File: src/rtl/mw_stage_reg_if.sv
// M->W bus: M-stage instruction fields in, W-stage regfile write port out.
// master drives m_* and observes w_*; slave is the stage register.
interface mw_stage_reg_if;
  logic        m_valid;
  logic [31:0] m_pc;
  logic [31:0] m_alu;
  logic [31:0] m_dm_rd;
  logic [4:0]  m_rd_addr;
  logic        m_reg_we;
  logic [1:0]  m_wdsel;
  logic [2:0]  m_ld_type;

  logic        w_valid;
  logic [31:0] w_pc;
  logic [4:0]  w_rd_addr;
  logic        w_reg_we;
  logic [31:0] w_wd;

  modport master (
    output m_valid, m_pc, m_alu, m_dm_rd,
    output m_rd_addr, m_reg_we, m_wdsel, m_ld_type,
    input  w_valid, w_pc, w_rd_addr, w_reg_we, w_wd
  );

  modport slave (
    input  m_valid, m_pc, m_alu, m_dm_rd,
    input  m_rd_addr, m_reg_we, m_wdsel, m_ld_type,
    output w_valid, w_pc, w_rd_addr, w_reg_we, w_wd
  );
endinterface

File: src/rtl/mw_stage_reg.sv
// M->W pipeline register with load extension and writeback select.
// Ports: clk, reset (sync, high), stall, flush, bus (slave), retire_cnt.
module mw_stage_reg (
  input  logic        clk,
  input  logic        reset,
  input  logic        stall,
  input  logic        flush,
  mw_stage_reg_if.slave bus,
  output logic [31:0] retire_cnt
);

  typedef struct packed {
    logic        valid;
    logic [31:0] pc;
    logic [31:0] alu;
    logic [31:0] dm_rd;
    logic [4:0]  rd_addr;
    logic        reg_we;
    logic [1:0]  wdsel;
    logic [2:0]  ld_type;
  } w_t;

  w_t          w_d, w_q;
  logic [31:0] cnt_d, cnt_q;
  w_t          m_in;

  always_comb begin
    m_in.valid   = bus.m_valid;
    m_in.pc      = bus.m_pc;
    m_in.alu     = bus.m_alu;
    m_in.dm_rd   = bus.m_dm_rd;
    m_in.rd_addr = bus.m_rd_addr;
    m_in.reg_we  = bus.m_reg_we;
    m_in.wdsel   = bus.m_wdsel;
    m_in.ld_type = bus.m_ld_type;
  end

  // The instruction leaves W whenever the slot is not held,
  // including when a flush replaces it with a bubble.
  always_comb begin
    w_d   = w_q;
    cnt_d = cnt_q;
    if (reset) begin
      w_d   = '0;
      cnt_d = '0;
    end else if (flush) begin
      w_d   = '0;
      cnt_d = cnt_q + {31'd0, w_q.valid};
    end else if (!stall) begin
      w_d   = m_in;
      cnt_d = cnt_q + {31'd0, w_q.valid};
    end
  end

  always_ff @(posedge clk) begin
    w_q   <= w_d;
    cnt_q <= cnt_d;
  end

  logic [1:0]  off;
  logic [15:0] half;
  logic [7:0]  byte_v;
  logic [31:0] ld_ext;

  assign off = w_q.alu[1:0];

  always_comb begin
    half   = off[1] ? w_q.dm_rd[31:16] : w_q.dm_rd[15:0];
    byte_v = w_q.dm_rd[7:0];
    case (off)
      2'd1:    byte_v = w_q.dm_rd[15:8];
      2'd2:    byte_v = w_q.dm_rd[23:16];
      2'd3:    byte_v = w_q.dm_rd[31:24];
      default: byte_v = w_q.dm_rd[7:0];
    endcase
  end

  always_comb begin
    case (w_q.ld_type)
      3'd1:    ld_ext = {{16{half[15]}}, half};
      3'd2:    ld_ext = {16'd0, half};
      3'd3:    ld_ext = {{24{byte_v[7]}}, byte_v};
      3'd4:    ld_ext = {24'd0, byte_v};
      default: ld_ext = w_q.dm_rd;
    endcase
  end

  always_comb begin
    case (w_q.wdsel)
      2'd1:    bus.w_wd = ld_ext;
      2'd2:    bus.w_wd = w_q.pc + 32'd8;
      default: bus.w_wd = w_q.alu;
    endcase
  end

  assign bus.w_valid   = w_q.valid;
  assign bus.w_pc      = w_q.pc;
  assign bus.w_rd_addr = w_q.rd_addr;
  assign bus.w_reg_we  = w_q.valid & w_q.reg_we & (w_q.rd_addr != 5'd0);
  assign retire_cnt    = cnt_q;

endmodule

File: src/flat_wrapper.sv
// flat-port wrapper written by rule: the top's interface ports become plain ports
module mw_stage_reg_flat 
  (clk, reset, stall, flush, retire_cnt, bus_m_valid, bus_m_pc, bus_m_alu, bus_m_dm_rd, bus_m_rd_addr, bus_m_reg_we, bus_m_wdsel, bus_m_ld_type, bus_w_valid, bus_w_pc, bus_w_rd_addr, bus_w_reg_we, bus_w_wd);
  mw_stage_reg_if bus_i ();
  input  logic clk;
  input  logic reset;
  input  logic stall;
  input  logic flush;
  output logic [31:0] retire_cnt;
  input wire logic [$bits(bus_i.m_valid)-1:0] bus_m_valid;
  input wire logic [$bits(bus_i.m_pc)-1:0] bus_m_pc;
  input wire logic [$bits(bus_i.m_alu)-1:0] bus_m_alu;
  input wire logic [$bits(bus_i.m_dm_rd)-1:0] bus_m_dm_rd;
  input wire logic [$bits(bus_i.m_rd_addr)-1:0] bus_m_rd_addr;
  input wire logic [$bits(bus_i.m_reg_we)-1:0] bus_m_reg_we;
  input wire logic [$bits(bus_i.m_wdsel)-1:0] bus_m_wdsel;
  input wire logic [$bits(bus_i.m_ld_type)-1:0] bus_m_ld_type;
  output wire logic [$bits(bus_i.w_valid)-1:0] bus_w_valid;
  output wire logic [$bits(bus_i.w_pc)-1:0] bus_w_pc;
  output wire logic [$bits(bus_i.w_rd_addr)-1:0] bus_w_rd_addr;
  output wire logic [$bits(bus_i.w_reg_we)-1:0] bus_w_reg_we;
  output wire logic [$bits(bus_i.w_wd)-1:0] bus_w_wd;
  assign bus_i.m_valid = bus_m_valid;
  assign bus_i.m_pc = bus_m_pc;
  assign bus_i.m_alu = bus_m_alu;
  assign bus_i.m_dm_rd = bus_m_dm_rd;
  assign bus_i.m_rd_addr = bus_m_rd_addr;
  assign bus_i.m_reg_we = bus_m_reg_we;
  assign bus_i.m_wdsel = bus_m_wdsel;
  assign bus_i.m_ld_type = bus_m_ld_type;
  assign bus_w_valid = bus_i.w_valid;
  assign bus_w_pc = bus_i.w_pc;
  assign bus_w_rd_addr = bus_i.w_rd_addr;
  assign bus_w_reg_we = bus_i.w_reg_we;
  assign bus_w_wd = bus_i.w_wd;
  mw_stage_reg u_core (.clk(clk), .reset(reset), .stall(stall), .flush(flush), .bus(bus_i), .retire_cnt(retire_cnt));
endmodule
File: config.mk
export PLATFORM = sky130hd
export DESIGN_NAME = mw_stage_reg_flat
export DESIGN_NICKNAME = d
export VERILOG_FILES = /design/src/rtl/mw_stage_reg_if.sv /design/src/rtl/mw_stage_reg.sv /design/src/flat_wrapper.sv
export SDC_FILE = /design/constraint.sdc
export NUM_CORES = 1
export LEC_CHECK = 0
export CORE_MARGIN = 2
export CORE_UTILIZATION = 35
export CTS_CLUSTER_SIZE = 28
export DETAILED_ROUTE_END_ITERATION = 8
export GPL_ROUTABILITY_DRIVEN = 0
export PLACE_DENSITY = 0.72
export SLEW_MARGIN = 10
export SYNTH_ARGS = -nofsm -noshare
export SYNTH_HDL_FRONTEND = slang
export SYNTH_SLANG_ARGS = --single-unit
export TNS_END_PERCENT = 20
File: constraint.sdc
create_clock -name clk -period 2 [get_ports clk]
set_input_delay 0.2 -clock clk [delete_from_list [all_inputs] [get_ports clk]]
set_output_delay 0.2 -clock clk [all_outputs]
set_load 0.005 [all_outputs]
==> results.tsv <==
stage	metric	value	unit
outcome	status	finished with violations	
outcome	failing checks	negative setup slack	
power_and_ir_drop	leakage power	0.00472	uW
detailed_routing	via count	7383	
final_layout	Nets	1255	
worst_setup_path	CP Capture Type	output port	
place	pre-CTS setup slack	-0.634	ns
logic_synthesis	yosys warns	0	
floorplanning	Die Area	0.0221	mm2
detailed_routing	Iteration-0 DRC Markers	393	
sta	# setup viols final	32	
logic_synthesis	dominant cell type by area after synthesis	dfxtp_1	
grt	largest net degree at the start of global routing	109	
cts	CTS clk-pin slew, worst paths	0.07	ns
sta	clk_skew	0.00536	ns
worst_setup_path	critical setup path kind	reg -> out	
floorplanning	DIE WIDTH	149	um
place	IO Port Bufs	214	
grt	GRT overflow	0	
cts	CTS buffer count	17	
place	Placed Area	0.0103	mm2
cts	CTS Sinks	140	
detailed_routing	drt first pass iters	5	
cts	H-Tree Depth	4	
cts	largest buffer count on any clock path	2	
power_and_ir_drop	pwr/cell area	596	mW/mm2
grt	all-layer global routing usage	0.229	
cts	Clock Latency Late Sink	0.42	ns
place	Final HPWL DP	18.5	mm
sta	setup ws final	-0.479	ns
logic_synthesis	main area contributors after synthesis	dfxtp_1 38%, mux2i_1 16%, nor2_1 9.0%	
grt	vias in the first global route	7167	
detailed_routing	wire per inst	18.3	um
sta	share of the clock period used by the worst path	1.24	
logic_synthesis	syn nets	966	
cts	clock root buffer	clkbuf_16	
worst_setup_path	length in cells of the worst reg-to-reg path	6	
worst_setup_path	largest fanout on the critical path	6	
floorplanning	Initial Util	0.359	
final_layout	Area Growth Syn to Fin	59.3	%
sta	fmax	403	MHz
detailed_routing	Post-Route WL	25.9	mm
detailed_routing	Residual DRC	0	
sta	Max-slew headroom	0.386	
power_and_ir_drop	maximum vdd drop	0.492	mV
cts	Hold Buf Count CTS	0	
sta	Tmin final	2.48	ns
logic_synthesis	Synth top area share	0.383	
flow_run	max capacitance violation total	0	
logic_synthesis	Async SR Flop Fraction	0	
detailed_routing	Antenna Nets Post-Route	0	
floorplanning	Core Area	0.0204	mm2
sta	RSZ-0062 raised after global routing	true	
logic_synthesis	main flop type after synthesis	dfxtp_1	
min_path	WHS Path Cells	3	
worst_setup_path	Req. time, crit path	1.80	ns
floorplanning	Die H	149	um
min_path	Hold WC Path Type	in -> reg	
logic_synthesis	Post-synth top cells	175 x nor2_1, 140 x dfxtp_1, 117 x mux2i_1	
grt	initial antenna violation count	0	
logic_synthesis	Post-Syn Area	0.00732	mm2
detailed_routing	Vias per Instance	5.20	
logic_synthesis	Yosys cell types	56	
logic_synthesis	register area share after synthesis	0.383	
floorplanning	Ports	215	
grt	first-pass GRT wire length	39.2	mm
logic_synthesis	flops & latches, synth	140	
cts	CTS tree	done	
sta	final hold vios	0	
final_layout	diode count	0	
floorplanning	Core Rows	52	
logic_synthesis	number of flops mapped to enable cells by yosys	0	
sta	actual slew at the worst max-slew pin	0.921	ns
final_layout	post-route cell area	0.0117	mm2
worst_setup_path	startpoint type of the worst setup path	flip-flop	
final_layout	proportion of layout cells with a drive suffix above 1	0.279	
sta	max-slew violations	0	
logic_synthesis	most frequent cell after synthesis	nor2_1	
logic_synthesis	Synth Instances	849	
logic_synthesis	Avg Cell Area, Syn	8.62	um2
worst_setup_path	data arrival time of the critical path	2.28	ns
## worst max-delay path, cell delays in order, from the launching register on
cell and delay (ns):
dfxtp_4 0.37, buf_6 0.12, buf_6 0.11, xnor2_2 0.14
o21ai_1 0.09, a311o_2 0.39, buf_6 0.17, buf_6 0.12
a2bb2oi_2 0.13, o21ai_1 0.09, buf_2 0.13
## cells by family (layout without fill, tap and decap cells)
family,after synthesis,in the layout,synth area share
adder cells (fa/ha/maj),5,5,0.00855
multiplexers,121,121,0.166
AO/OA/AOI/OAI,105,105,0.0986
AND/OR/NAND/NOR,323,323,0.205
buffers and inverters,101,403,0.0744
XOR/XNOR,54,54,0.0646
flip-flops,140,140,0.383
## flip-flops by register name (all words and copies together), names as in the netlist
name,count
u_core.w_q,68
u_core.bus.w_pc,32
u_core.off,2
u_core.retire_cnt,32
u_core.bus.w_valid,1
u_core.bus.w_rd_addr,5
## cell usage in the layout, fill, tap and decap left out, types with 4 or more instances in the layout
cell / synthesis / routed
o21ai_1: 0 / 10
buf_2: 9 / 26
buf_4: 39 / 124
nor2_1: 175 / 169
clkdlybuf4s50_1: 0 / 180
o221ai_4: 0 / 4
xor2_1: 20 / 17
nand2_1: 44 / 40
a21oi_1: 23 / 18
nor2_4: 0 / 4
dfxtp_2: 0 / 15
nand4_1: 11 / 11
o21ai_0: 25 / 11
inv_1: 9 / 8
and3_1: 6 / 6
and4_1: 5 / 5
buf_6: 1 / 17
nor3_1: 11 / 9
o221ai_2: 0 / 9
a22oi_1: 6 / 4
xnor2_1: 34 / 31
nor4_1: 17 / 13
nand3_1: 21 / 18
dfxtp_1: 140 / 122
a221oi_2: 0 / 7
inv_6: 0 / 4
or3_1: 8 / 7
buf_12: 0 / 7
clkbuf_16: 0 / 17
mux2i_1: 117 / 114
## cell type report
cell class	count	area, um2
tap	270	338
timing repair buffer	361	3290
inverter	10	37.5
clock inverter	13	109
multi-input combinational	608	4610
clock buffer	19	443
fill	1745	8700
sequential	140	2830
## per-layer routing
layer | track usage | vias to the layer above | part of all wire
li1 | - | 3515 | -
met1 | 0.282 | 3470 | 0.41
met2 | 0.376 | 348 | 0.47
met3 | 0.0736 | 50 | 0.093
met4 | 0.0829 | 0 | 0.033
met5 | 0 | - | 0
## timing repair
| item | CTS | global route |
|---|---|---|
| endpoints found under the setup margin | 33 | 32 |
| pin swaps | 37 | 22 |
| buffers inserted | 14 | 6 |
| gates resized for setup | 227 | 67 |
| gates cloned | 2 | 0 |
## worst paths after layout
kind	startpoint	end	slack (ns)
setup / recovery	u_core.w_q[1]$_SDFFE_PP0N_	bus_w_wd[19]	-0.48
hold / removal	bus_m_pc[22]	u_core.bus.w_pc[22]$_SDFFE_PP0N_	0.38
setup reg to reg	u_core.bus.w_valid$_SDFFE_PP0N_	u_core.retire_cnt[30]$_SDFFE_PP0P_	0.17
hold reg to reg	u_core.w_q[57]$_SDFFE_PP0N_	u_core.w_q[57]$_SDFFE_PP0N_	0.51
## where the power goes
group	internal [uW]	total, uW	switching [uW]
Combinational	584	1030	451
Sequential	2860	2930	72.5
Clock	1650	2990	1330
Total	5100	6950	1860
## stage by stage
step / util / instances / hold WS (ns) / setup TNS (ns) / power (uW)
final: 0.573 / 1421 / 0.378 / -11.39 / 6950
after detailed placement: 0.507 / 1370 / 0.491 / -14.05 / 3900
after global placement: 0.507 / 1370 / 0.474 / -13.15 / 3900
after floorplan: - / 849 / 0.344 / 0 / 3390
after global routing: 0.573 / 1421 / 0.367 / -13.60 / 7200
after CTS: 0.558 / 1416 / 0.370 / -11.78 / 6940
Note: power is estimated with default switching activity, not from simulation.
